--- src/rtl/enc_reader_if.sv ---
// -----------------------------------------------------------------------------
// enc_reader_if
//
// Controller-side handshake of the ENC28J60 register read engine.
//
//   run_req    : start request, level-sampled while the reader is idle
//   opcode     : SPI opcode (000 = RCR), captured at accept
//   read_addr  : register address, captured at accept
//   dummy_byte : 1 = clock one dummy byte before data (MAC/MII registers)
//   read_data  : last received byte
//   read_valid : one-cycle pulse, read_data freshly updated
//   busy       : transaction in progress
//
// master = controller FSM side, slave = enc_reader side.
// -----------------------------------------------------------------------------
interface enc_reader_if;
  logic       run_req;
  logic [2:0] opcode;
  logic [4:0] read_addr;
  logic       dummy_byte;
  logic [7:0] read_data;
  logic       read_valid;
  logic       busy;

  modport master (
    output run_req, opcode, read_addr, dummy_byte,
    input  read_data, read_valid, busy
  );

  modport slave (
    input  run_req, opcode, read_addr, dummy_byte,
    output read_data, read_valid, busy
  );
endinterface

--- src/rtl/enc_reader.sv ---
// -----------------------------------------------------------------------------
// enc_reader
//
// SPI mode-0 master that reads one register byte from an ENC28J60.
// Frame: SS low, command byte {opcode, read_addr}, optional dummy byte
// (MAC/MII registers), one data byte shifted in from MISO MSB first, SS high.
//
// Every SPI bit is split into four phases of PHASE_CYCLES clk cycles each:
//   A: SCLK=0, MOSI takes the new bit
//   B: SCLK=1            C: SCLK=1 (MISO sampled on the edge ending C)
//   D: SCLK=0
// START and STOP framing also use four phases so that SS has set-up and
// hold time around the first and last SCLK edge.
//
// Ports:
//   clk        : system clock, all logic on posedge
//   rst        : asynchronous active-high reset
//   ctl        : controller handshake (enc_reader_if.slave)
//   SCLK       : SPI clock, idle low
//   MOSI       : SPI data out
//   MISO       : SPI data in
//   SS         : SPI chip select, active low
//
// All pin outputs are registered: the next-state logic decides which
// state/phase/bit the machine will be in after the edge, and the pin values
// for that slot are registered on the same edge.
// -----------------------------------------------------------------------------
module enc_reader #(
  parameter int PHASE_CYCLES = 1
) (
  input  logic         clk,
  input  logic         rst,
  enc_reader_if.slave  ctl,
  output logic         SCLK,
  output logic         MOSI,
  input  logic         MISO,
  output logic         SS
);

  typedef enum logic [2:0] {
    ST_IDLE,
    ST_START,
    ST_CMD,
    ST_DUMMY,
    ST_RECV,
    ST_STOP
  } state_t;

  typedef enum logic [1:0] {
    PH_A,
    PH_B,
    PH_C,
    PH_D
  } phase_t;

  // Phase-length counter width; a 1-bit counter is kept even for
  // PHASE_CYCLES=1 so the code needs no special case.
  localparam int             PCW     = (PHASE_CYCLES > 1) ? $clog2(PHASE_CYCLES) : 1;
  localparam logic [PCW-1:0] PC_LAST = PCW'(PHASE_CYCLES - 1);

  // State registers
  state_t         r_state;
  phase_t         r_phase;
  logic [PCW-1:0] r_pcnt;
  logic [2:0]     r_bit;      // bit index within the current byte, 7..0

  // Transaction context captured at accept
  logic [7:0]     r_cmd;
  logic           r_dummy;

  // Datapath / output registers
  logic [7:0]     r_shift;
  logic [7:0]     r_read_data;
  logic           r_read_valid;
  logic           r_busy;
  logic           r_sclk;
  logic           r_mosi;
  logic           r_ss;

  // Next-state and decoded strobes
  state_t         w_nxt_state;
  phase_t         w_nxt_phase;
  logic [PCW-1:0] w_nxt_pcnt;
  logic [2:0]     w_nxt_bit;
  logic           w_accept;
  logic           w_phase_end;
  logic           w_sample;
  logic           w_done;

  // Pin values for the slot being entered
  logic           w_ss;
  logic           w_sclk;
  logic           w_mosi;

  // ---------------------------------------------------------------------------
  // Sequencing: state / phase / bit counters
  // ---------------------------------------------------------------------------
  always_comb begin
    // NOTE: every signal gets a default first so no path leaves it unassigned;
    // a missing default in combinational logic infers a latch.
    w_nxt_state = r_state;
    w_nxt_phase = r_phase;
    w_nxt_pcnt  = r_pcnt;
    w_nxt_bit   = r_bit;

    w_accept    = (r_state == ST_IDLE) && ctl.run_req;
    w_phase_end = (r_pcnt == PC_LAST);
    // Only the data byte is kept; command and dummy bytes never load r_shift.
    w_sample    = (r_state == ST_RECV) && (r_phase == PH_C) && w_phase_end;
    w_done      = (r_state == ST_STOP) && (r_phase == PH_D) && w_phase_end;

    if (r_state == ST_IDLE) begin
      w_nxt_pcnt  = '0;
      w_nxt_phase = PH_A;
      w_nxt_bit   = 3'd7;
      if (ctl.run_req) begin
        w_nxt_state = ST_START;
      end
    end else if (!w_phase_end) begin
      w_nxt_pcnt = r_pcnt + 1'b1;
    end else begin
      w_nxt_pcnt  = '0;
      w_nxt_phase = phase_t'(r_phase + 2'd1);   // D wraps to A
      if (r_phase == PH_D) begin
        case (r_state)
          ST_START: w_nxt_state = ST_CMD;
          ST_CMD, ST_DUMMY, ST_RECV: begin
            // Decrement wraps 0 -> 7, which is the first bit of the next byte.
            w_nxt_bit = r_bit - 3'd1;
            if (r_bit == 3'd0) begin
              if (r_state == ST_CMD) begin
                w_nxt_state = r_dummy ? ST_DUMMY : ST_RECV;
              end else if (r_state == ST_DUMMY) begin
                w_nxt_state = ST_RECV;
              end else begin
                w_nxt_state = ST_STOP;
              end
            end
          end
          ST_STOP: w_nxt_state = ST_IDLE;
          default: w_nxt_state = ST_IDLE;
        endcase
      end
    end
  end

  // ---------------------------------------------------------------------------
  // Pin values for the slot the machine enters on the next edge
  // ---------------------------------------------------------------------------
  always_comb begin
    w_ss   = 1'b1;
    w_sclk = 1'b0;
    w_mosi = 1'b0;
    case (w_nxt_state)
      ST_START: begin
        // SS falls half-way through START: set-up time before the first SCLK.
        w_ss = (w_nxt_phase == PH_A) || (w_nxt_phase == PH_B);
      end
      ST_CMD: begin
        w_ss   = 1'b0;
        w_sclk = (w_nxt_phase == PH_B) || (w_nxt_phase == PH_C);
        // The bit index only moves at the D->A boundary, so MOSI is
        // constant across B, C and D of a bit.
        w_mosi = r_cmd[w_nxt_bit];
      end
      ST_DUMMY, ST_RECV: begin
        w_ss   = 1'b0;
        w_sclk = (w_nxt_phase == PH_B) || (w_nxt_phase == PH_C);
      end
      ST_STOP: begin
        // SS held low for two phases after the last SCLK fall (hold time).
        w_ss = (w_nxt_phase == PH_C) || (w_nxt_phase == PH_D);
      end
      default: begin
        w_ss = 1'b1;
      end
    endcase
  end

  // ---------------------------------------------------------------------------
  // Registers
  // ---------------------------------------------------------------------------
  always_ff @(posedge clk or posedge rst) begin
    if (rst) begin
      // NOTE: the capture and shift registers are reset as well, so read_data
      // and the latched command are never X after reset.
      r_state      <= ST_IDLE;
      r_phase      <= PH_A;
      r_pcnt       <= '0;
      r_bit        <= 3'd7;
      r_cmd        <= '0;
      r_dummy      <= 1'b0;
      r_shift      <= '0;
      r_read_data  <= '0;
      r_read_valid <= 1'b0;
      r_busy       <= 1'b0;
      r_sclk       <= 1'b0;
      r_mosi       <= 1'b0;
      r_ss         <= 1'b1;
    end else begin
      // NOTE: non-blocking assignments so every register samples the values
      // from before this edge, regardless of statement order.
      r_state      <= w_nxt_state;
      r_phase      <= w_nxt_phase;
      r_pcnt       <= w_nxt_pcnt;
      r_bit        <= w_nxt_bit;
      r_sclk       <= w_sclk;
      r_mosi       <= w_mosi;
      r_ss         <= w_ss;
      r_read_valid <= w_done;
      r_busy       <= (w_nxt_state != ST_IDLE);

      // Inputs are only looked at on the accept edge; later changes on the
      // controller side cannot disturb a running frame.
      if (w_accept) begin
        r_cmd   <= {ctl.opcode, ctl.read_addr};
        r_dummy <= ctl.dummy_byte;
      end

      if (w_sample) begin
        r_shift <= {r_shift[6:0], MISO};
      end

      if (w_done) begin
        r_read_data <= r_shift;
      end
    end
  end

  // ---------------------------------------------------------------------------
  // Outputs
  // ---------------------------------------------------------------------------
  assign SCLK           = r_sclk;
  assign MOSI           = r_mosi;
  assign SS             = r_ss;
  assign ctl.read_data  = r_read_data;
  assign ctl.read_valid = r_read_valid;
  assign ctl.busy       = r_busy;

endmodule

--- src/flat_wrapper.sv ---
// flat-port wrapper written by rule: the top's interface ports become plain ports
module enc_reader_flat 
#(
  parameter int PHASE_CYCLES = 1
)
  (clk, rst, SCLK, MOSI, MISO, SS, ctl_run_req, ctl_opcode, ctl_read_addr, ctl_dummy_byte, ctl_read_data, ctl_read_valid, ctl_busy);
  enc_reader_if ctl_i ();
  input  logic clk;
  input  logic rst;
  output logic SCLK;
  output logic MOSI;
  input  logic MISO;
  output logic SS;
  input wire logic [$bits(ctl_i.run_req)-1:0] ctl_run_req;
  input wire logic [$bits(ctl_i.opcode)-1:0] ctl_opcode;
  input wire logic [$bits(ctl_i.read_addr)-1:0] ctl_read_addr;
  input wire logic [$bits(ctl_i.dummy_byte)-1:0] ctl_dummy_byte;
  output wire logic [$bits(ctl_i.read_data)-1:0] ctl_read_data;
  output wire logic [$bits(ctl_i.read_valid)-1:0] ctl_read_valid;
  output wire logic [$bits(ctl_i.busy)-1:0] ctl_busy;
  assign ctl_i.run_req = ctl_run_req;
  assign ctl_i.opcode = ctl_opcode;
  assign ctl_i.read_addr = ctl_read_addr;
  assign ctl_i.dummy_byte = ctl_dummy_byte;
  assign ctl_read_data = ctl_i.read_data;
  assign ctl_read_valid = ctl_i.read_valid;
  assign ctl_busy = ctl_i.busy;
  enc_reader #(.PHASE_CYCLES(PHASE_CYCLES)) u_core (.clk(clk), .rst(rst), .ctl(ctl_i), .SCLK(SCLK), .MOSI(MOSI), .MISO(MISO), .SS(SS));
endmodule
--- config.mk ---
export PLATFORM = sky130hd
export DESIGN_NAME = enc_reader_flat
export DESIGN_NICKNAME = d
export VERILOG_FILES = /design/src/rtl/enc_reader_if.sv /design/src/rtl/enc_reader.sv /design/src/flat_wrapper.sv
export SDC_FILE = /design/constraint.sdc
export NUM_CORES = 1
export LEC_CHECK = 0
export ABC_AREA = 1
export CAP_MARGIN = 20
export CORE_ASPECT_RATIO = 0.9
export CORE_UTILIZATION = 55
export CTS_BUF_LIST = sky130_fd_sc_hd__clkbuf_4 sky130_fd_sc_hd__clkbuf_8
export DETAILED_ROUTE_END_ITERATION = 8
export PLACE_DENSITY = 0.8
export SLEW_MARGIN = 20
export SYNTH_ARGS = -nofsm -noshare
export SYNTH_HDL_FRONTEND = slang
export SYNTH_SLANG_ARGS = --single-unit
--- constraint.sdc ---
create_clock -name clk -period 3.2 [get_ports clk]
set_clock_uncertainty 0.2 [all_clocks]
set_input_delay 0.48 -clock clk [delete_from_list [all_inputs] [get_ports clk]]
set_output_delay 0.48 -clock clk [all_outputs]
set_load 0.005 [all_outputs]
Word-level counts from Yosys, hierarchy flattened
Index checks and enable logic that the tools add are counted.
{ "word_totals": {"reg_bits": 39, "out_inout_bits": 13, "in_bits": 13, "elab_cells": 69} }
{ "op_classes": {"order_cmp": 1, "n_addsub": 3, "mux": 22, "bitwise_logic": 1, "reduce_logical": 14, "eq_ne": 15} }
{ "ops": {"columns": ["cell", "n"], "rows": [
  ["2-to-1 mux 3 bit", 11],
  ["== test 3 x 2 -> 1 bit (second input constant)", 4],
  ["== test 3 bit (second input constant)", 4],
  ["== test 2 bit (second input constant)", 4],
  ["== test 3 x 1 -> 1 bit (second input constant)", 2],
  ["logical NOT 3 bit", 2],
  ["2-to-1 mux 1 bit", 6],
  ["one-hot mux 3 bit (2 select lines)", 1],
  ["OR reduction 3 bit", 2],
  ["logical AND 1 bit", 5],
  ["less-than comparator 3 x 4 -> 1 bit (second input constant)", 1],
  ["2-to-1 mux 2 bit", 2],
  ["binary-select mux 1 bit (select 3 bit)", 1],
  ["logical OR 1 bit", 3],
  ["one-hot mux 1 bit (3 select lines)", 1],
  ["nonzero test 3 bit", 1],
  ["subtractor 3 x 1 -> 3 bit (second input constant)", 1],
  ["adder 2 x 1 -> 2 bit (second input constant)", 1],
  ["== test 2 x 1 -> 1 bit (second input constant)", 1],
  ["logical NOT 2 bit", 1],
  ["adder 1 bit (second input constant)", 1],
  ["inverter 1 bit", 1]
]} }

Depth between registers and ports, before layout
Gate-level depths: netlist (run 1).
{ "logic_depth": {"word_depth": 11, "mapped_depth": 12, "ltp_nobuf": 12} }

Worst setup path before layout (run 1)
No wires, ideal clock.
{ "synth_timing": {"path_type": "register to register", "start": "reg u_core.r_bit[0]", "end": "reg u_core.r_ss, in the netlist u_core.SS", "setup_slack_ns": 1.384, "arrival_ns": 1.540, "required_time_ns": 2.924, "path_stages_with_launch": 11, "path_buffers": 0, "period_less_slack_ns": 1.816, "setup_time_ns": 0.076, "cell_sequence": "dfstp_2 > inv_1 > ha_1 > nand2_1 > nand2_1 > o211ai_1 > nand2_1 > o21ai_2 > ha_1 > nand2_1 > nand2_1"} }
{ "synth_between": {"elab_chain_cells": 9, "elab_cells_between_ends": 13, "cone_classes": "eq/ne: 5; mux: 6; reduce/logical: 2"} }
{ "synth_lines": {"columns": ["item", "line_no", "source"], "rows": [
  ["from (decl)", "enc_reader.sv:65", "logic [2:0] r_bit;"],
  ["from (signal assigned)", "enc_reader.sv:206", "r_bit <= w_nxt_bit;"],
  ["logical NOT 3 bit (*)", "enc_reader.sv:130", "if (r_bit == 3'd0) begin"],
  ["2-to-1 mux 3 bit (*)", "enc_reader.sv:130", null],
  ["one-hot mux 3 bit (2 select lines) (*)", "enc_reader.sv:125", "case (r_state)"],
  ["2-to-1 mux 3 bit (*)", "enc_reader.sv:124", "if (r_phase == PH_D) begin"],
  ["2-to-1 mux 3 bit (*)", "enc_reader.sv:119", "end else if (!w_phase_end) begin"],
  ["2-to-1 mux 3 bit (*)", "enc_reader.sv:112", "if (r_state == ST_IDLE) begin"],
  ["net u_core.w_nxt_state[1]", "enc_reader.sv:81", "state_t w_nxt_state;"],
  ["== test 3 x 2 -> 1 bit or == test 3 bit (tied branches)", "enc_reader.sv:154", "case (w_nxt_state)"],
  ["OR reduction 3 bit (no line)", null, null],
  ["one-hot mux 1 bit (3 select lines) (*)", "enc_reader.sv:154", null],
  ["net u_core.w_ss", "enc_reader.sv:91", "logic w_ss;"],
  ["to (signal assigned)", "enc_reader.sv:209", "r_ss <= w_ss;"],
  ["to (decl)", "enc_reader.sv:78", "logic r_ss;"]
]} }
Mark *: on every way through the listed nets, which the timed path passes. The rest lies on a longest branch.
A chain may end at the register's enable or synchronous reset.

Final worst setup path (run 1)
{ "layout_timing": {"start": "reg u_core.r_ss, in the netlist u_core.SS", "end": "out SS"} }
{ "layout_rtl": {"columns": ["item", "line_no", "source"], "rows": [
  ["to (decl)", "flat_wrapper.sv:13", "output logic SS;"]
]} }
No word-level cell between the ends.

==> results of run 1 <==
## sequential cells by signal, summed over array words and instances, names as in the netlist
| register | cells |
|---|---|
| u_core.SCLK | 1 |
| u_core.MOSI | 1 |
| u_core.ctl.read_valid | 1 |
| u_core.r_cmd | 8 |
| u_core.r_shift | 8 |
| u_core.SS | 1 |
| u_core.r_dummy | 1 |
| u_core.ctl.busy | 1 |
| u_core.r_state | 3 |
| u_core.r_phase | 2 |
| u_core.ctl.read_data | 8 |
| u_core.r_bit | 3 |
## layout make-up
cell class | instances | share of cell area, %
Timing Repair Buffer | 27 | 12.2
Sequential cell | 38 | 44.0
Tap cell | 42 | 2.42
Clock buffer | 6 | 2.36
Inverter | 27 | 4.67
Multi-Input combinational cell | 119 | 33.8
Clock inverter | 2 | 0.576
## stage by stage
stage,instances,worst slack [ns],cell area [sq um],util (%)
floorplan,188,1.38,1820,-
global placement,253,1.24,2110,68.2
detailed placement,253,1.17,2110,68.2
CTS,261,1.16,2170,70.3
global route,261,0.999,2170,70.3
finish,261,1.17,2170,70.3
## worst max-delay path by stage
stage | start | cells past startpoint | endpoint
6_report | u_core.SS | 1 | SS
5_1_grt | u_core.r_state[2] | 10 | u_core.SS
4_1_cts | u_core.SS | 1 | SS
3_5_place_dp | ctl_run_req | 6 | u_core.SCLK
3_3_place_gp | ctl_run_req | 6 | u_core.SCLK
2_1_floorplan | u_core.r_bit[0] | 10 | u_core.SS
## cells by family after synthesis
kind of cell    share of synthesized area, %
fa+ha+maj                               6.20
flops                                   52.7
buf+inv                                 6.96
compound gates                          6.96
mux                                     4.96
simple gates                            22.3
## power breakdown
group	internal (W)	switching, W
combinational	0.0000153	0.0000122
sequential	0.000482	0.000000820
clock	0.000106	0.000152
## cells in the final DEF, fill, tap and decap left out, types with 2 or more instances in the layout
| cell | instances |
|---|---|
| nand2_4 | 2 |
| inv_2 | 4 |
| ha_1 | 9 |
| nand3_1 | 10 |
| nand2_1 | 36 |
| nor2_1 | 10 |
| inv_1 | 23 |
| nand2_2 | 6 |
| o21ai_0 | 16 |
| nand4_1 | 5 |
| mux2_2 | 8 |
| clkbuf_4 | 5 |
| clkdlybuf4s50_1 | 25 |
| buf_4 | 2 |
| nand3_2 | 5 |
| a21oi_1 | 5 |
| dfrtp_1 | 34 |
| dfstp_2 | 4 |
## per-layer routing
layer | global-route usage [%] | part of all wire, % | vias to the layer above
met5 | 0 | 0 | -
met4 | 8.31 | 2.4 | 0
met3 | 6.10 | 5.7 | 8
met2 | 34.2 | 49 | 44
met1 | 25.4 | 43 | 632
li1 | - | - | 663
==> flow_summary.toml, run 1 <==
[cells_and_area]
nNetsFinal = 240
syn_to_final_growth_pct = 19.6
multi_input_area_sq_um = 733
seq_area_sq_um = 956
fillers = 234
drive_gt1_share_pct = 19.2
diodes = 0

[critical_path]
r2r_end = "u_core.SCLK"
r2r-start = "u_core.r_phase[0]"
cp.arrival_ns = 1.35
worstPathCellList = "clkdlybuf4s50_1"
cp.required_ns = 2.52
critPathCaptureType = "output pin"
critPathMaxStageDelay_ns = 0.53
startpoint_type = "register"
r2r_cells = 8
r2r_slack_ns = 1.20
crit_type = "register to output pin"
crit_slowest_cell = "dfstp_2"
crit_fanout = 1
crit_buf_inv = 1
cp_top_family = "flip-flops"

[floorplan]
die_area_sq_um = 3530
io_pins = 26
initial_core_util_pct = 58.7
rows = 19
die_h_um = 56.5
core_region_area_sq_um = 3090
dieWidth_um = 62.6

[sta]
whs_ns = 0.285
drv_slew = 0
hold_viol = 0
slew_headroom_pct = 44.3
min_period_ns = 2.03
setup-violations-final = 0
tns_ns = 0
period_share_pct = 63.5
max_slew.worst_pin.slew_ns = 0.834
rsz0062_at_grt = "no"
timing.fmax_mhz = 492

[route]
wl_um = 3130
vias_per_cell = 5.16
post_drt_wl_per_cell_um = 12.0
ant_nets = 0
vias = 1347
drcViolationCount = 0
first_pass_iters = 6
drt_iter0_drc = 45

[cts]
numCtsBuffers = 5
ctsHtreeMaxLevel = 2
clkTransAtPathRegs_ns = 0.11
cts_setup_buffers = 0
cts_resized = 0
clk_latency_ns = 0.34
cts.sinks = 38
postCtsHoldBufs = 0
cts_tree = "built"
root_buffer = "clkbuf_4"
cts.path.max_buffers = 2

[synthesis]
ys_seq_elements = 38
yosys-top-cells-area = "dfrtp_1, nand2_1, ha_1"
synth_common_cells = "nand2_1, dfrtp_1, inv_1"
synth_top_area_share_pct = 46.9
ys_seq_area_share_pct = 52.7
synth-edff-count = 0
yosysWarnings = 0
yosysMostFrequentCell = "nand2_1"
synth_top_flop_cell = "dfrtp_1"
syn_area_per_cell_sq_um = 9.66
synth_cell_types = 25
syn_nets = 210
netlist_instances = 188
synth_top_cell_by_area = "dfrtp_1"
synth_area_sq_um = 1820
synthArstFlopShare_pct = 100

[worst_hold_path]
hold_depth = 2
min_path_type = "register to register"
min_to = "u_core.ctl.read_data[7]"
hold_start = "u_core.r_shift[7]"

[placement]
hpwl_um = 2470
portBuffers = 25
place_congestion = 0.813

[global_route]
grt_pass1_vias = 1303
grt_overflow = 0
track_usage_pct = 20.6
antenna_found_initial = 0
grt_first_pass_wirelength_um = 5560
grt_max_degree = 24

[power]
max-vdd-ir-drop_uv = 312
p_leak_nw = 1.06
finalPower_w = 0.000768
power_density_nw_per_um2 = 354

[outcome]
status = "finished, final reports clean"

[job]
max-cap-violations = 0
Power figures use the tool's default switching activity.
==> inputs of run 2 (changes only) <==
CORE_UTILIZATION = 50   (was 55)
PLACE_DENSITY = 0.77   (was 0.8)
clock period = 1.7 ns   (was 3.2 ns; I/O delays follow)
==> run 2 against run 1 <==
  * The run now ends with setup timing left
  * Total power increased by 150%
  * Combinational power increased by 100%
  * Register-to-register slack got worse by 1.3 ns
  * Setup slack got worse by 1.3 ns
  * Global-route usage increased by 3.4 points
  * Clock power rose to 3.6 times the previous value
  * Final area is 17% higher
  * Largest cell class unchanged
  * Highest routed layer unchanged
==> flow_summary.toml, run 2 (synthesis gave the netlist of run 1 again) <==
[placement]
placedCellCount = 274
hpwl_um = 2870
pre_cts_slack_ns = -0.151
portBuffers = 25
postPlaceCellArea_sq_um = 2300
place_congestion = 0.842

[sta]
hold_viol = 0
period_share_pct = 106
rsz0062_at_grt = "yes"
slew_headroom_pct = 75.9
setup-violations-final = 4
drv_slew = 0
max_slew.worst_pin.slew_ns = 0.362
fin_ws_ns = -0.110
min_period_ns = 1.81
timing.fmax_mhz = 552

[floorplan]
rows = 20
die_h_um = 59.2
initial_core_util_pct = 53.0
io_pins = 26
dieWidth_um = 65.5
die_area_sq_um = 3880
core_region_area_sq_um = 3430

[critical_path]
critical_path.most_common_cell = "buf_4"
crit_buf_inv = 3
worstPathCellList = "buf_4, ha_4, buf_4, a21oi_1, buf_4, nand3_1, nand2_1"
cp_top_family = "buffers and inverters"
r2r-start = "u_core.r_phase[0]"
crit_fanout = 6
cp.required_ns = 1.73
crit_type = "register to register"
critPathMaxStageDelay_ns = 0.39
critPathCaptureType = "register"
startpoint_type = "register"
crit_slowest_cell = "dfrtp_1"
r2r_end = "u_core.SS"
r2r_cells = 7
r2r_slack_ns = -0.11
cp.arrival_ns = 1.84

[cells_and_area]
layout.cells.non_filler = 288
nNetsFinal = 265
syn_to_final_growth_pct = 40.2
fillers = 235
mostFrequentLayoutCells = "nand2_1, dfrtp_1, clkdlybuf4s50_1, buf_4, inv_1"
finalInstanceArea_sq_um = 2550
diodes = 0
utilization_pct = 74.3
drive_gt1_share_pct = 34.0

[cts]
clkTransAtPathRegs_ns = 0.07
postCtsHoldBufs = 0
ctsHtreeMaxLevel = 2
clk_latency_ns = 0.29
numCtsBuffers = 5
cts.sinks = 38
cts_tree = "built"
root_buffer = "clkbuf_8"
cts.path.max_buffers = 2

[route]
post_drt_wl_per_cell_um = 13.6
drt_iter0_drc = 95
vias = 1472
vias_per_cell = 5.11
first_pass_iters = 4
wl_um = 3920
ant_nets = 0
drcViolationCount = 0

[global_route]
grt_overflow = 0
antenna_found_initial = 0
grt_first_pass_wirelength_um = 6780
grt_pass1_vias = 1524
track_usage_pct = 24.0
grt_max_degree = 39

[job]
max-cap-violations = 0

[worst_hold_path]
min_path_type = "primary input to async pin"

[power]
finalPower_w = 0.00190
power_density_nw_per_um2 = 748
max-vdd-ir-drop_uv = 580
p_leak_nw = 1.25

[outcome]
violations = "setup timing"
status = "complete, but fails checks"
## run 2: changes by cell type in the layout (fill, tap and decap cells not counted), sizes merged
cell and change:
dlygate4sd2 +1, clkinv -1, buf +25, clkdlybuf4s50 -1, bufinv +2, clkinvlp -1
## run 2: power by group
part           switching, W  total (W)  internal (W)
Sequential       0.00000164   0.000909      0.000908
Clock              0.000313   0.000939      0.000626
Combinational     0.0000251  0.0000559     0.0000308
## run 2: cell type report
class | instances | area (sq um) | area share (%)
Tap cell | 44 | 55.1 | 2.16
Inverter | 27 | 104 | 4.08
Clock buffer | 6 | 82.6 | 3.24
Sequential cell | 38 | 957 | 37.6
Clock inverter | 2 | 60.1 | 2.36
Timing Repair Buffer | 52 | 480 | 18.9
Multi-Input combinational cell | 119 | 807 | 31.7
## run 2: worst max-delay path by stage
stage | from | endpoint | slack, ns | depth (start not counted)
2_1_floorplan | u_core.r_bit[0] | u_core.SS | -0.01 | 10
3_3_place_gp | u_core.r_bit[1] | u_core.MOSI | -0.1 | 9
3_5_place_dp | u_core.r_bit[1] | u_core.SS | -0.15 | 10
4_1_cts | u_core.r_bit[0] | u_core.SS | -0.1 | 10
5_1_grt | u_core.r_bit[1] | u_core.MOSI | -0.21 | 10
6_report | u_core.r_phase[0] | u_core.SS | -0.11 | 7
## run 2: routing by layer
metal | vias up | track usage, % | wire, um
li1 | 715 | - | -
met1 | 708 | 29.2 | 1660
met2 | 37 | 39.0 | 2020
met3 | 12 | 6.54 | 117
met4 | 0 | 13.0 | 119
met5 | - | 0 | 0
## run 2: metrics by stage
stage          setup TNS [ns]  hold slack, ns
3_3_place_gp           -0.685           0.257
5_1_grt                -0.696           0.129
6_report               -0.303           0.108
3_5_place_dp            -1.54           0.274
2_1_floorplan         -0.0118           0.205
4_1_cts                -0.224           0.111
## run 2: what timing repair did
action	in CTS	in global routing
endpoints found under the hold margin	0	0
endpoints found under the setup margin	13	19
resized for setup	11	9
setup buffers	5	1
pin swaps	5	4
## run 2: worst reg2reg max path: cells and delay by family (launching register included)
kind / cells / cell delay [ns]
compound gates: 1 / 0.33
simple gates: 2 / 0.17
flops: 1 / 0.39
fa+ha+maj: 1 / 0.19
buf+inv: 3 / 0.47
==> inputs of run 3 (changes only) <==
ABC_CLOCK_PERIOD_IN_PS = 1790   (was not set)
CORE_UTILIZATION = 55   (was 50)
CTS_CLUSTER_SIZE = 28   (was not set)
PLACE_DENSITY = 0.8   (was 0.77)
clock period = 1.79 ns   (was 1.7 ns; I/O delays follow)
==> run 3 against run 2 <==
  * The run still ends with setup timing left
  * Critical path type unchanged
  * Sequential power fell by 5.1%
  * Largest power group is now registers
  * Hold slack got worse by 0.064 ns
  * Sequential share of layout area rose by 1.6 points
  * Clock power fell by 52%
  * Fmax fell by 4.7%
==> flow_summary.toml, run 3 (synthesis gave the netlist of run 1 again) <==
[outcome]
status = "complete, but fails checks"
violations = "setup timing"

[cts]
numCtsBuffers = 5
root_buffer = "clkbuf_4"
postCtsHoldBufs = 0
clkTransAtPathRegs_ns = 0.12
cts.sinks = 38
cts_tree = "built"
ctsHtreeMaxLevel = 2
cts.path.max_buffers = 2
clk_latency_ns = 0.36

[cells_and_area]
syn_to_final_growth_pct = 34.6
mostFrequentLayoutCells = "dfrtp_1, nand2_1, clkdlybuf4s50_1"
finalInstanceArea_sq_um = 2440
diodes = 0
drive_gt1_share_pct = 34.4
final_common_cell = "dfrtp_1"
nNetsFinal = 262
fillers = 200

[route]
post_drt_wl_per_cell_um = 14.5
vias = 1486
wl_um = 4100
drcViolationCount = 0
first_pass_iters = 4
drt_iter0_drc = 101
vias_per_cell = 5.25
ant_nets = 0

[critical_path]
crit_fanout = 5
cp.required_ns = 1.89
cp.arrival_ns = 2.00
crit_type = "register to register"
critPathCaptureType = "register"
startpoint_type = "register"
r2r_slack_ns = -0.11

[floorplan]
core_region_area_sq_um = 3090
die_area_sq_um = 3530
rows = 19
dieWidth_um = 62.6
initial_core_util_pct = 58.7
die_h_um = 56.5
io_pins = 26

[power]
finalPower_w = 0.00136
max-vdd-ir-drop_uv = 505
power_density_nw_per_um2 = 558
p_leak_nw = 1.21

[placement]
hpwl_um = 2470
postPlaceCellArea_sq_um = 2220
portBuffers = 25
pre_cts_slack_ns = -0.114
place_congestion = 0.883

[sta]
whs_ns = 0.0448
setup-violations-final = 4
slew_headroom_pct = 81.9
min_period_ns = 1.90
rsz0062_at_grt = "yes"
hold_viol = 0
fin_ws_ns = -0.111
tns_ns = -0.231
max_slew.worst_pin.slew_ns = 0.271
period_share_pct = 106
timing.fmax_mhz = 526
drv_slew = 0

[global_route]
antenna_found_initial = 0
grt_max_degree = 39
grt_overflow = 0
grt_pass1_vias = 1328
track_usage_pct = 22.3
grt_first_pass_wirelength_um = 5800

[job]
max-cap-violations = 0

[worst_hold_path]
min_path_type = "primary input to async pin"
## run 3: cell types whose count changed in the layout (fill, tap and decap cells not counted), sizes merged
| cell | previous run | this run |
|---|---|---|
| bufinv | 2 | 0 |
| buf | 27 | 23 |
| clkinv | 0 | 2 |
| inv | 27 | 26 |
| clkinvlp | 0 | 2 |
## run 3: repair_timing
action	in CTS	in global routing
endpoints found under the hold margin	0	0
setup endpoints to repair	13	12
setup buffers	2	8
gates cloned	0	1
pin swaps	7	11
resized for setup	11	21
## run 3: stage by stage
stage / instances / util, %
after global routing: 283 / 79.1
final: 283 / 79.1
after global placement: 264 / 71.7
after CTS: 274 / 74.9
after floorplan: 188 / -
after detailed placement: 264 / 71.7
## run 3: cell type report
| class | count | area, sq um | area share, % |
|---|---|---|---|
| repair inverters | 1 | 7.51 | 0.307 |
| multi-input cells | 119 | 817 | 33.4 |
| flip-flops and latches | 38 | 957 | 39.2 |
| clock buffers | 6 | 45.0 | 1.84 |
| clock inverters | 2 | 10.0 | 0.410 |
| well taps | 42 | 52.6 | 2.15 |
| repair buffers | 48 | 447 | 18.3 |
| inverters | 27 | 108 | 4.40 |
## run 3: worst max-delay path, cell delays in order, from the launching register on
cell	delay, ns
dfstp_2	0.55
inv_2	0.05
ha_4	0.16
nand2_4	0.08
o21ai_0	0.11
nand3_1	0.13
nand2_2	0.11
nor3_1	0.26
nand2_1	0.08
nor2_1	0.11
## run 3: metal layers
metal  global-route usage (%)  part of all wire, %
met1                     24.2                   38
met5                        0                    0
met4                     9.97                  5.4
met2                     39.1                   51
met3                     7.72                  5.3
## run 3: where the power goes
| group | internal (W) | total, W | leakage, nW | switching, W |
|---|---|---|---|---|
| Clock | 0.000165 | 0.000447 | 0.0354 | 0.000282 |
| Sequential | 0.000862 | 0.000863 | 0.483 | 0.00000153 |
| Combinational | 0.0000291 | 0.0000520 | 0.694 | 0.0000228 |
| Total | 0.00106 | 0.00136 | 1.21 | 0.000307 |
## run 3: path summary, 6_finish.rpt
| check | start | to | cells after the start |
|---|---|---|---|
| setup / recovery | u_core.r_bit[1] | u_core.MOSI | 9 |
| hold / removal | rst | u_core.r_shift[3] | 3 |
| setup reg to reg | u_core.r_bit[1] | u_core.MOSI | 9 |
| hold reg to reg | u_core.ctl.read_data[4] | u_core.ctl.read_data[4] | 2 |
| max in group asynchronous | rst | u_core.SS | 3 |
| min in group clk | u_core.ctl.read_data[4] | u_core.ctl.read_data[4] | 2 |
